## src/rtl/sccb_cfg_sequencer.sv

```systemverilog
// Sensor configuration sequencer: walks a {reg_addr, reg_value} ROM at boot,
// honours millisecond delay entries, then serves runtime register writes,
// driving one SCCB write transaction at a time.
//
// state     | meaning
// ----------+-------------------------------------------------------------
// IDLE      | after reset, waiting for cfg_start
// FETCH     | rom_addr presented, ROM word arrives next cycle
// DECODE    | classify ROM word: end marker, delay entry or register write
// DELAY     | down-counting a delay entry
// ISSUE     | waiting for sccb_ready, then strobing sccb_start
// WAIT_DONE | transaction in flight, watchdog running
// READY     | boot finished, serving runtime writes
// ERROR     | SCCB master never answered, waiting for cfg_start
module sccb_cfg_sequencer #(
  parameter int unsigned CLK_FREQ    = 50_000_000,
  parameter int unsigned ROM_AW      = 6,
  parameter int unsigned TIMEOUT_CYC = 2_000_000
) (
  input  logic              clk,
  input  logic              rst,
  input  logic              cfg_start,
  output logic [ROM_AW-1:0] rom_addr,
  input  logic [15:0]       rom_data,
  input  logic              usr_req,
  input  logic [7:0]        usr_addr,
  input  logic [7:0]        usr_data,
  output logic              usr_ack,
  output logic              sccb_start,
  output logic [7:0]        sccb_reg_addr,
  output logic [7:0]        sccb_reg_data,
  input  logic              sccb_ready,
  input  logic              sccb_done,
  output logic              busy,
  output logic              config_done,
  output logic              err
);

  typedef enum logic [2:0] {
    S_IDLE, S_FETCH, S_DECODE, S_DELAY, S_ISSUE, S_WAIT_DONE, S_READY, S_ERROR
  } state_t;

  localparam logic [31:0]       MS_CYC    = 32'(CLK_FREQ / 1000);
  localparam logic [31:0]       TO_LOAD   = 32'(TIMEOUT_CYC - 1);
  localparam logic [ROM_AW-1:0] ADDR_LAST = '1;
  localparam logic [ROM_AW-1:0] ADDR_ONE  = {{(ROM_AW-1){1'b0}}, 1'b1};

  state_t            r_state;
  logic [ROM_AW-1:0] r_rom_addr;
  logic [31:0]       r_delay_cnt;
  logic [31:0]       r_to_cnt;
  logic              r_is_user;
  logic              r_usr_ack;
  logic              r_sccb_start;
  logic [7:0]        r_reg_addr;
  logic [7:0]        r_reg_data;
  logic              r_busy;
  logic              r_config_done;
  logic              r_err;

  logic [31:0] w_delay_cyc;
  logic        w_is_end;
  logic        w_is_delay;
  logic        w_addr_last;
  logic        w_cfg_go;
  logic        w_advance;

  assign w_delay_cyc = {24'd0, rom_data[7:0]} * MS_CYC;
  assign w_is_end    = (rom_data == 16'hFFFF);
  assign w_is_delay  = (rom_data[15:8] == 8'hF0);
  assign w_addr_last = (r_rom_addr == ADDR_LAST);

  // cfg_start is only honoured where no boot or transaction is in flight
  assign w_cfg_go = cfg_start &&
                    ((r_state == S_IDLE) || (r_state == S_READY) || (r_state == S_ERROR));

  // every way a boot entry can finish: zero delay, expired delay, boot write done
  assign w_advance = ((r_state == S_DECODE) && !w_is_end && w_is_delay && (w_delay_cyc == 32'd0))
                  || ((r_state == S_DELAY) && (r_delay_cnt == 32'd0))
                  || ((r_state == S_WAIT_DONE) && sccb_done && !r_is_user);

  // sequencer FSM with registered outputs
  always_ff @(posedge clk) begin
    if (rst) begin
      r_state       <= S_IDLE;
      r_rom_addr    <= '0;
      r_delay_cnt   <= '0;
      r_to_cnt      <= '0;
      r_is_user     <= 1'b0;
      r_usr_ack     <= 1'b0;
      r_sccb_start  <= 1'b0;
      r_reg_addr    <= '0;
      r_reg_data    <= '0;
      r_busy        <= 1'b0;
      r_config_done <= 1'b0;
      r_err         <= 1'b0;
    end else begin
      r_sccb_start <= 1'b0;
      r_usr_ack    <= 1'b0;
      if (w_cfg_go) begin
        r_state       <= S_FETCH;
        r_rom_addr    <= '0;
        r_is_user     <= 1'b0;
        r_busy        <= 1'b1;
        r_config_done <= 1'b0;
        r_err         <= 1'b0;
      end else if (w_advance) begin
        // last ROM slot behaves as an implicit end marker, no wrap to 0
        if (w_addr_last) begin
          r_state       <= S_READY;
          r_busy        <= 1'b0;
          r_config_done <= 1'b1;
        end else begin
          r_rom_addr <= r_rom_addr + ADDR_ONE;
          r_state    <= S_FETCH;
        end
      end else begin
        case (r_state)
          S_FETCH: r_state <= S_DECODE;
          S_DECODE: begin
            if (w_is_end) begin
              r_state       <= S_READY;
              r_busy        <= 1'b0;
              r_config_done <= 1'b1;
            end else if (w_is_delay) begin
              r_delay_cnt <= w_delay_cyc - 32'd1;
              r_state     <= S_DELAY;
            end else begin
              r_reg_addr <= rom_data[15:8];
              r_reg_data <= rom_data[7:0];
              r_state    <= S_ISSUE;
            end
          end
          S_DELAY: r_delay_cnt <= r_delay_cnt - 32'd1;
          S_ISSUE: begin
            if (sccb_ready) begin
              r_sccb_start <= 1'b1;
              r_to_cnt     <= TO_LOAD;
              r_state      <= S_WAIT_DONE;
            end
          end
          S_WAIT_DONE: begin
            // boot completions are taken by w_advance, so done here is a user write
            if (sccb_done) begin
              r_usr_ack <= 1'b1;
              r_busy    <= 1'b0;
              r_state   <= S_READY;
            end else if (r_to_cnt == 32'd0) begin
              r_err   <= 1'b1;
              r_busy  <= 1'b0;
              r_state <= S_ERROR;
            end else begin
              r_to_cnt <= r_to_cnt - 32'd1;
            end
          end
          S_READY: begin
            // usr_req is still high in the ack cycle; do not start a second write
            if (usr_req && !r_usr_ack) begin
              r_reg_addr <= usr_addr;
              r_reg_data <= usr_data;
              r_is_user  <= 1'b1;
              r_busy     <= 1'b1;
              r_state    <= S_ISSUE;
            end
          end
          default: ;
        endcase
      end
    end
  end

  assign rom_addr      = r_rom_addr;
  assign usr_ack       = r_usr_ack;
  assign sccb_start    = r_sccb_start;
  assign sccb_reg_addr = r_reg_addr;
  assign sccb_reg_data = r_reg_data;
  assign busy          = r_busy;
  assign config_done   = r_config_done;
  assign err           = r_err;

endmodule

```

## config.mk

```make
export PLATFORM = sky130hd
export DESIGN_NAME = sccb_cfg_sequencer
export DESIGN_NICKNAME = d
export VERILOG_FILES = /design/src/rtl/sccb_cfg_sequencer.sv
export SDC_FILE = /design/constraint.sdc
export NUM_CORES = 1
export LEC_CHECK = 0
export ABC_AREA = 1
export CAP_MARGIN = 25
export CORE_ASPECT_RATIO = 1.2
export CORE_MARGIN = 1.5
export CORE_UTILIZATION = 35
export CTS_CLUSTER_DIAMETER = 30
export DETAILED_ROUTE_END_ITERATION = 16
export PLACE_DENSITY = 0.53
export SLEW_MARGIN = 40
export SYNTH_ARGS = -nofsm -noshare
export SYNTH_HDL_FRONTEND = slang
export SYNTH_SLANG_ARGS = --single-unit
```

## constraint.sdc

```tcl
create_clock -name clk -period 9.8 [get_ports clk]
set_clock_uncertainty 0.15 [all_clocks]
set_input_delay 0.98 -clock clk [delete_from_list [all_inputs] [get_ports clk]]
set_output_delay 0.98 -clock clk [all_outputs]
set_load 0.05 [all_outputs]
```

==> results of run 1 <==
[cell type report]
cell class                      count  area, sq um
Sequential cell                    95         1900
Multi-Input combinational cell    888         4830
Tap cell                          270          338
Clock buffer                        9          225
Inverter                          195          732
Timing Repair Buffer               69          678
Clock inverter                      7         86.3
Fill cell                        2251        12300
[power by group through the flow]
stage               combinational [mW]  sequential, mW  clock (mW)
CTS                               1.36           0.541       0.394
finish                            1.35           0.542       0.382
detailed placement                1.35           0.548           0
global route                      1.56           0.555       0.406
global placement                  1.35           0.550           0
floorplan                         1.00           0.573           0
[sequential cells by signal, summed over array words and instances, names as in the netlist]
name and cells:
r_delay_cnt 32, r_to_cnt 32, sccb_reg_addr 8, sccb_reg_data 8, rom_addr 6, r_state 3, busy 1, config_done 1
err 1, r_is_user 1, sccb_start 1, usr_ack 1
[per-stage QoR]
stage | utilization, % | instance area (sq um) | hold slack (ns) | setup WS [ns] | total power, mW
6_report | 41.6 | 8790 | 0.322 | 3.93 | 2.27
5_1_grt | 41.6 | 8790 | 0.338 | 3.55 | 2.52
4_1_cts | 41.6 | 8790 | 0.319 | 3.91 | 2.29
3_5_place_dp | 40.1 | 8480 | 0.309 | 3.53 | 1.90
3_3_place_gp | 40.1 | 8470 | 0.304 | 3.55 | 1.90
2_1_floorplan | - | 7610 | 0.283 | 4.93 | 1.58
[synthesized netlist by cell type (3+ instances only)]
cell        n
nand2_1   266
inv_2       5
or2_2       6
nor2_1    168
xnor2_1     6
xor2_1      8
buf_6       5
nor4_1      8
nand3b_1    7
nand3_1    55
fa_1       12
a21o_1     12
a21oi_1    84
a31oi_1    16
dfxtp_1    95
a211o_1     5
nor3b_1     3
ha_1       58
or2_0       3
nor3_1     28
nor2_2      5
buf_2       3
nand2_2     8
clkbuf_1   18
o31ai_1     4
inv_1     190
nand4_1    21
o21ai_0    75
o21ai_1     9
nand3_2     3
[worst max-delay path by stage]
stage / cells after the start / from / endpoint
3_5_place_dp: 25 / rom_data[2] / r_delay_cnt[1]$_SDFFE_PP0P_
2_1_floorplan: 25 / rom_data[2] / r_delay_cnt[6]$_SDFFE_PP0P_
6_report: 25 / rom_data[2] / r_delay_cnt[0]$_SDFFE_PP0P_
5_1_grt: 24 / rom_data[2] / r_delay_cnt[1]$_SDFFE_PP0P_
4_1_cts: 23 / rom_data[2] / r_delay_cnt[1]$_SDFFE_PP0P_
3_3_place_gp: 23 / rom_data[2] / r_delay_cnt[29]$_SDFFE_PP0P_
[layer usage]
| layer | part of all wire (%) | up-vias | GRT usage [%] |
|---|---|---|---|
| li1 | - | 4000 | - |
| met1 | 48 | 3359 | 25.6 |
| met2 | 47 | 96 | 34.3 |
| met3 | 2.9 | 26 | 3.31 |
| met4 | 2.1 | 0 | 6.46 |
| met5 | 0 | - | 0 |
[cells by family after synthesis]
kind of cell | after synthesis | share of synthesized area [%]
fa+ha+maj | 70 | 12.7
buf+inv | 223 | 11.6
flops | 95 | 25.0
compound gates | 213 | 15.4
xor+xnor | 14 | 1.61
simple gates | 591 | 33.6
[worst max-delay path, delay by kind of cell]
kind	cells	cell delay [ns]
AND/OR/NAND/NOR	14	1.43
AO/OA/AOI/OAI	1	0.09
adder cells (fa/ha/maj)	5	2.14
buffers and inverters	5	1.33
==> metrics.txt, run 1 <==
Layout Cells excl Fill=~1500; global-route wire length before repair=between 30 and 40 mm; area leader, netlist=dfxtp_1; area grow syn2layout=15.5%; Starting Density=between 30 and 40%; CTS Hold Bufs=0; Max Root-Sink Buffers=2; routability cong.=roughly 0.83; crit share post-route=roughly 60%; Pint=1.11 mW; Worst Reg-to-Reg Cells=11; Post-synth EDFFs=0; Final Hold Fails=0; largest net degree at the start of global routing=44; clock transition at the registers of the reported paths=about 0.08 ns; htree depth=3; Async SR Flop Fraction=0%; Slew @ Worst Pin=approximately 0.8 ns; nets=about 1400; CP Max Fanout=between 40 and 50; Post CTS Setup Buffer Count=0; most frequent cells in the layout=nand2_1 (266), inv_1 (188), nor2_1 (168); Worst-Skew Late Latency=around 0.37 ns; Critical Path AT=roughly 6.0 ns; share of layout cells above drive strength 1=4.35%; first-pass iteration count of the detailed router=5; Final Critical Period=just under 6 ns; sw frac=51.4%; post-synthesis sequential area ratio=25.0%; P_sw=approximately 1.2 mW; relative slew slack=46.1%; HP Start=sccb_reg_addr[2]$_SDFFE_PP0P_; Post-CTS Resized=0; Mapped Avg Cell Area=roughly 6.3 sq um; die width=between 100 and 150 um; antenna cells=0; Mapped Cells=1206; r2r setup slk=6.49 ns; Post-Route WL=around 21 mm; initial antenna violation count=0; Max rail drop VDD=approximately 0.11 mV; Ys Warns=0; GRT overflow=0; worst r2r src=r_state[2]$_SDFFE_PP0P_; Core Box Area=approximately 21000 sq um; Fin Setup TNS=0 ns; vias in the first global route=between 7000 and 8000; Peak Freq=~170 MHz; drc violations=0; max incr delay on CP=between 0.5 and 0.6 ns; crit path kind=primary input to flip-flop; post-synthesis cell type count=45; hold-critical path depth=2; Tot GR Track Use=20.1%; Vias/cell=4.88; post-synth top area share=25.0%; CP most frequent cell=nand2_1; Lkg Pwr=4.21 nW; part of the power in registers=about a quarter; 1st-iter DRT viols=about 410; CTS Root Cell=clkbuf_16; slowest cell on the critical path=clkdlybuf4s50_1; outcome=complete, no violations; Post-synth top flop=dfxtp_1; CP Launch Type=primary input; Rows=between 50 and 60; CP required=a little under 10 ns; clock sinks=between 90 and 100; Power Density=around 260 nW/um^2; port bufs=64; I/O Pins=65; number of routed nets with antenna violations=0; HPWL after DPL=16.4 mm; total CTS buffers=9; Critical Path Sink Type=flip-flop; WL/cell=approximately 14 um; maxcap violations=0; TritonCTS clock tree=done; clock share of power=between 15 and 20%; Synth Cell Area=roughly 7600 sq um; die height=~160 um; setup violators final=0; top cells by area, synth=dfxtp_1 (25%), nand2_1 (13%), ha_1 (9.5%), inv_1 (9.4%), nor2_1 (8.3%); routed via count=7481; Comb pwr share=about three fifths; unrepaired setup endpoints after global routing=false; Synth Register Bits=95; Slew Limit Fails=0; commonest non-fill, non-tap cell in the layout=nand2_1; Hold/Removal Path Class=flip-flop to flip-flop; die area=~23000 sq um; syn nets=about 1300; Placed Cells=1517; WHS Endpoint=sccb_reg_addr[2]$_SDFFE_PP0P_; worst r2r dst=r_delay_cnt[0]$_SDFFE_PP0P_
Note: power is estimated with default switching activity, not from simulation.
==> inputs of run 2 (changes only) <==
clock period = 5.6 ns   (was 9.8 ns; I/O delays follow)
==> metrics.txt, run 2 (same netlist as run 1, synthesis figures left out) <==
outcome=complete, no violations; clock transition at the registers of the reported paths=roughly 0.09 ns; top flop regs=r_delay_cnt: 32 flops, r_to_cnt: 32 flops; initial antenna violation count=0; I/O Pins=65; Post-Route WL=approximately 21 mm; Lkg Pwr=4.26 nW; 1st-iter DRT viols=between 400 and 500; die height=165 um; CP delay by family, top=adder cells; Core Box Area=21100 sq um; unrepaired setup endpoints after global routing=false; Vias/cell=4.89; Slew @ Worst Pin=a little under 0.9 ns; Max Root-Sink Buffers=2; Hold/Removal Path Class=flip-flop to flip-flop; share of layout cells above drive strength 1=between 5 and 6%; Fill cells=between 2000 and 2500; CTS Root Cell=clkbuf_16; r2r setup slk=between 2 and 3 ns; largest net degree at the start of global routing=between 40 and 50; port bufs=64; first-pass iteration count of the detailed router=4; relative slew slack=between 40% and 50%; WHS=~0.32 ns; antenna cells=0; Post CTS Setup Buffer Count=0; cell area after layout=slightly below 9000 sq um; htree depth=3; Critical Path Sink Type=flip-flop; most frequent cells in the layout=nand2_1 (266), inv_1 (189), nor2_1 (168); Final Critical Period=between 4 and 5 ns; setup violators final=0; CP Launch Type=primary input; slowest cell on the critical path=clkdlybuf4s50_1; Final Hold Fails=0; HPWL after DPL=about 16 mm; maxcap violations=0; die width=about 140 um; Power Density=between 400 and 500 nW/um^2; Rows=slightly below 60; Post-CTS Resized=0; CP required=between 5 and 6 ns; WL/cell=13.7 um; Fin Setup TNS=0 ns; TritonCTS clock tree=done; Peak Freq=around 200 MHz; CTS Hold Bufs=0; Max rail drop VDD=0.176 mV; area grow syn2layout=16.7%; CP cell instances=clkdlybuf4s50_1, ha_1, ha_1, fa_1, inv_1, fa_1, inv_1, ha_1, nand3_1, nand3_1, nand2_1, nand2_1, nand2_1, nand2_1, nand3_1, nor3_2, nand3_2, nand2_4, nand2_2, nor2_1, nand2_1, o21ai_0, nor2_1; global-route wire length before repair=around 35 mm; max incr delay on CP=0.58 ns; Starting Density=between 30% and 40%; CP most frequent cell=nand2_1; GRT overflow=0; Slew Limit Fails=0; Cell Area, Placed=8560 sq um; routability cong.=0.839; CP Max Fanout=11; Tot GR Track Use=about a fifth; nets=~1400; drc violations=0; clock sinks=95; Worst-Skew Late Latency=about 0.37 ns; crit path kind=primary input to flip-flop; vias in the first global route=about 7300; total CTS buffers=9; commonest non-fill, non-tap cell in the layout=nand2_1; die area=22600 sq um; Bufs and invs on worst path=3; crit share post-route=roughly nine tenths; number of routed nets with antenna violations=0; Critical Path AT=roughly 5 ns; routed via count=approximately 7500
[run 2: final cells by class]
class | instances | area, sq um | area share [%]
well taps | 270 | 338 | 3.81
inverters | 195 | 732 | 8.25
multi-input cells | 888 | 4820 | 54.3
repair buffers | 79 | 766 | 8.63
flip-flops and latches | 95 | 1900 | 21.4
clock buffers | 9 | 225 | 2.54
clock inverters | 7 | 93.8 | 1.06
[run 2: worst register-to-register path, delay by kind of cell (launching register included)]
family / cells / cell delay (ns)
and+or+nand+nor: 7 / 1.51
AOI/OAI and AO/OA: 1 / 0.09
buffers and inverters: 4 / 0.65
DFF: 1 / 0.50
[run 2: stage by stage]
| step | worst slack [ns] | util (%) | power (mW) | std cells |
|---|---|---|---|---|
| after floorplan | 1.15 | - | 2.76 | 1206 |
| after global placement | 0.306 | 40.5 | 3.32 | 1527 |
| after detailed placement | 0.197 | 40.5 | 3.32 | 1527 |
| after CTS | 0.581 | 42.0 | 4.01 | 1543 |
| after global routing | 0.290 | 42.0 | 4.40 | 1543 |
| final | 0.613 | 42.0 | 3.99 | 1543 |
[run 2: final timing paths]
path	to	cells past startpoint	startpoint
max	rom_addr[5]$_SDFFE_PP0P_	23	rom_data[4]
min	r_delay_cnt[0]$_SDFFE_PP0P_	1	r_delay_cnt[0]$_SDFFE_PP0P_
max reg2reg	r_to_cnt[26]$_SDFFE_PP0P_	12	r_state[2]$_SDFFE_PP0P_
min reg2reg	r_delay_cnt[0]$_SDFFE_PP0P_	1	r_delay_cnt[0]$_SDFFE_PP0P_
[run 2: report_power, final]
| part | internal (mW) | switching, mW | leakage (nW) |
|---|---|---|---|
| Combinational | 0.808 | 1.56 | 3.34 |
| Sequential | 0.816 | 0.134 | 0.771 |
| Clock | 0.326 | 0.345 | 0.154 |
[run 2: layer usage]
metal / track usage, % / share of wire [%]
met1: 25.9 / 48
met2: 33.6 / 47
met4: 5.50 / 1.6
met5: 0 / 0
met3: 2.92 / 3.1
==> inputs of run 3 (changes only) <==
CELL_PAD_IN_SITES_DETAIL_PLACEMENT = 0   (was unset)
CELL_PAD_IN_SITES_GLOBAL_PLACEMENT = 2   (was unset)
CORE_UTILIZATION = 32   (was 35)
CTS_CLUSTER_DIAMETER = unset   (was 30)
PLACE_DENSITY = 0.81   (was 0.53)
==> metrics.txt, run 3 (same netlist as run 1, synthesis figures left out) <==
outcome=complete, no violations; vias in the first global route=roughly 7600; die area=between 20000 and 25000 sq um; clock sinks=between 90 and 100; crit path kind=primary input to flip-flop; Final Critical Period=around 5.1 ns; Post CTS Setup Buffer Count=0; unrepaired setup endpoints after global routing=false; Layout Cells excl Fill=between 1500 and 2000; Lkg Pwr=between 4 and 5 nW; die height=172 um; CTS Hold Bufs=0; Core Box Area=approximately 23000 sq um; drc violations=0; Max Root-Sink Buffers=2; CP most frequent cell=ha_1; setup violators final=0; Placed Cells=roughly 1600; top flop regs=r_delay_cnt: 32 flops, r_to_cnt: 32 flops; routed via count=approximately 7600; nets=1379; Bufs and invs on worst path=3; 1st-iter DRT viols=around 320; most frequent cells in the layout=nand2_1 (266), inv_1 (188), nor2_1 (168); number of routed nets with antenna violations=0; slowest cell on the critical path=clkdlybuf4s50_1; Critical Path AT=5.16 ns; Fill cells=2577; Post-Route WL=23.1 mm; antenna cells=0; CP required=5.70 ns; commonest non-fill, non-tap cell in the layout=nand2_1; WHS=between 0.3 and 0.4 ns; routability cong.=approximately 0.8; TritonCTS clock tree=done; Peak Freq=approximately 200 MHz; Power Density=approximately 450 nW/um^2; largest net degree at the start of global routing=42; area of the multi-input gates=between 4000 and 5000 sq um; WL/cell=around 14 um; area grow syn2layout=17.9%; first-pass iteration count of the detailed router=5; Reg area=~1900 sq um; initial antenna violation count=0; Slew Limit Fails=0; share of layout cells above drive strength 1=approximately 5.6%; maxcap violations=0; die width=roughly 140 um; max incr delay on CP=0.58 ns; clock transition at the registers of the reported paths=0.08 ns; htree depth=3; crit share post-route=between 90 and 100%; port bufs=64; total CTS buffers=9; CP Max Fanout=11; CP Launch Type=primary input; CTS Root Cell=clkbuf_16; Starting Density=32.7%; global-route wire length before repair=roughly 38 mm; Rows=between 60 and 70; Final Hold Fails=0; CP cell instances=clkdlybuf4s50_1, ha_1, ha_1, fa_1, inv_1, fa_1, inv_1, ha_1, nand3_1, nand3_2, xnor2_1, nand3_1, nor3_2, nand3_2, nand2_4, nand2_2, nor2_1, nand2_1, o21ai_0, nor2_1; relative slew slack=around half; Vias/cell=between 4 and 5; I/O Pins=65; pre-CTS setup slack=between 0.15 and 0.2 ns; Tot GR Track Use=about a fifth; Max rail drop VDD=about 0.18 mV; CP delay by family, top=adder cells; HPWL after DPL=about 18 mm; Worst-Skew Late Latency=~0.36 ns; Slew @ Worst Pin=between 0.7 and 0.8 ns; Fin Setup TNS=0 ns; Setup WS post-layout=~0.55 ns; Critical Path Sink Type=flip-flop; Post-CTS Resized=0; Hold/Removal Path Class=flip-flop to flip-flop; GRT overflow=0
run 3: cell count changes in the layout (fill, tap and decap cells not counted), moves of 2 or more:
cell and change:
buf_4 +2, clkinv_4 +2, nor4_1 -2, nor4_2 +2
run 3: per-stage QoR:
step | total power, mW | cell area (sq um) | util, %
after floorplan | 2.76 | 7610 | -
after global placement | 3.42 | 8640 | 37.1
final | 4.05 | 8970 | 38.5
after detailed placement | 3.43 | 8650 | 37.2
after global routing | 4.48 | 8970 | 38.5
after CTS | 4.11 | 8960 | 38.5
run 3: final cells by class:
class                      instances  area share, %
inverter                         195           8.16
tap                              315           4.40
multi-input combinational        888           53.9
sequential                        95           21.2
clock inverter                     7          0.963
clock buffer                       9           2.51
timing repair buffer              82           8.87
run 3: path summary, 6_finish.rpt:
kind | slack (ns) | to | start | cells after the start
worst max register to register | 2.55 | r_to_cnt[26]$_SDFFE_PP0P_ | r_state[2]$_SDFFE_PP0P_ | 12
worst min register to register | 0.32 | sccb_reg_addr[7]$_SDFFE_PP0P_ | sccb_reg_addr[7]$_SDFFE_PP0P_ | 2
worst max-delay path | 0.55 | rom_addr[5]$_SDFFE_PP0P_ | rom_data[4] | 20
worst min-delay path | 0.32 | sccb_reg_addr[7]$_SDFFE_PP0P_ | sccb_reg_addr[7]$_SDFFE_PP0P_ | 2
run 3: tightest hold or removal path, stage by stage, from the launching register on:
cell and delay, ns:
dfxtp_1 0.31, nand2_1 0.06, a21oi_1 0.05
run 3: per-layer routing:
layer,wire length [um],vias up,part of all wire (%),global-route usage (%)
met3,570,17,2.5,2.38
met5,0,-,0,0
met4,310,0,1.3,4.75
li1,-,4036,-,-
met2,11900,86,52,37.3
met1,10200,3449,44,23.5
run 3: where the power goes:
group | internal [mW] | switching (mW) | total [mW]
combinational | 0.828 | 1.62 | 2.44
sequential | 0.816 | 0.132 | 0.948
clock | 0.321 | 0.342 | 0.662
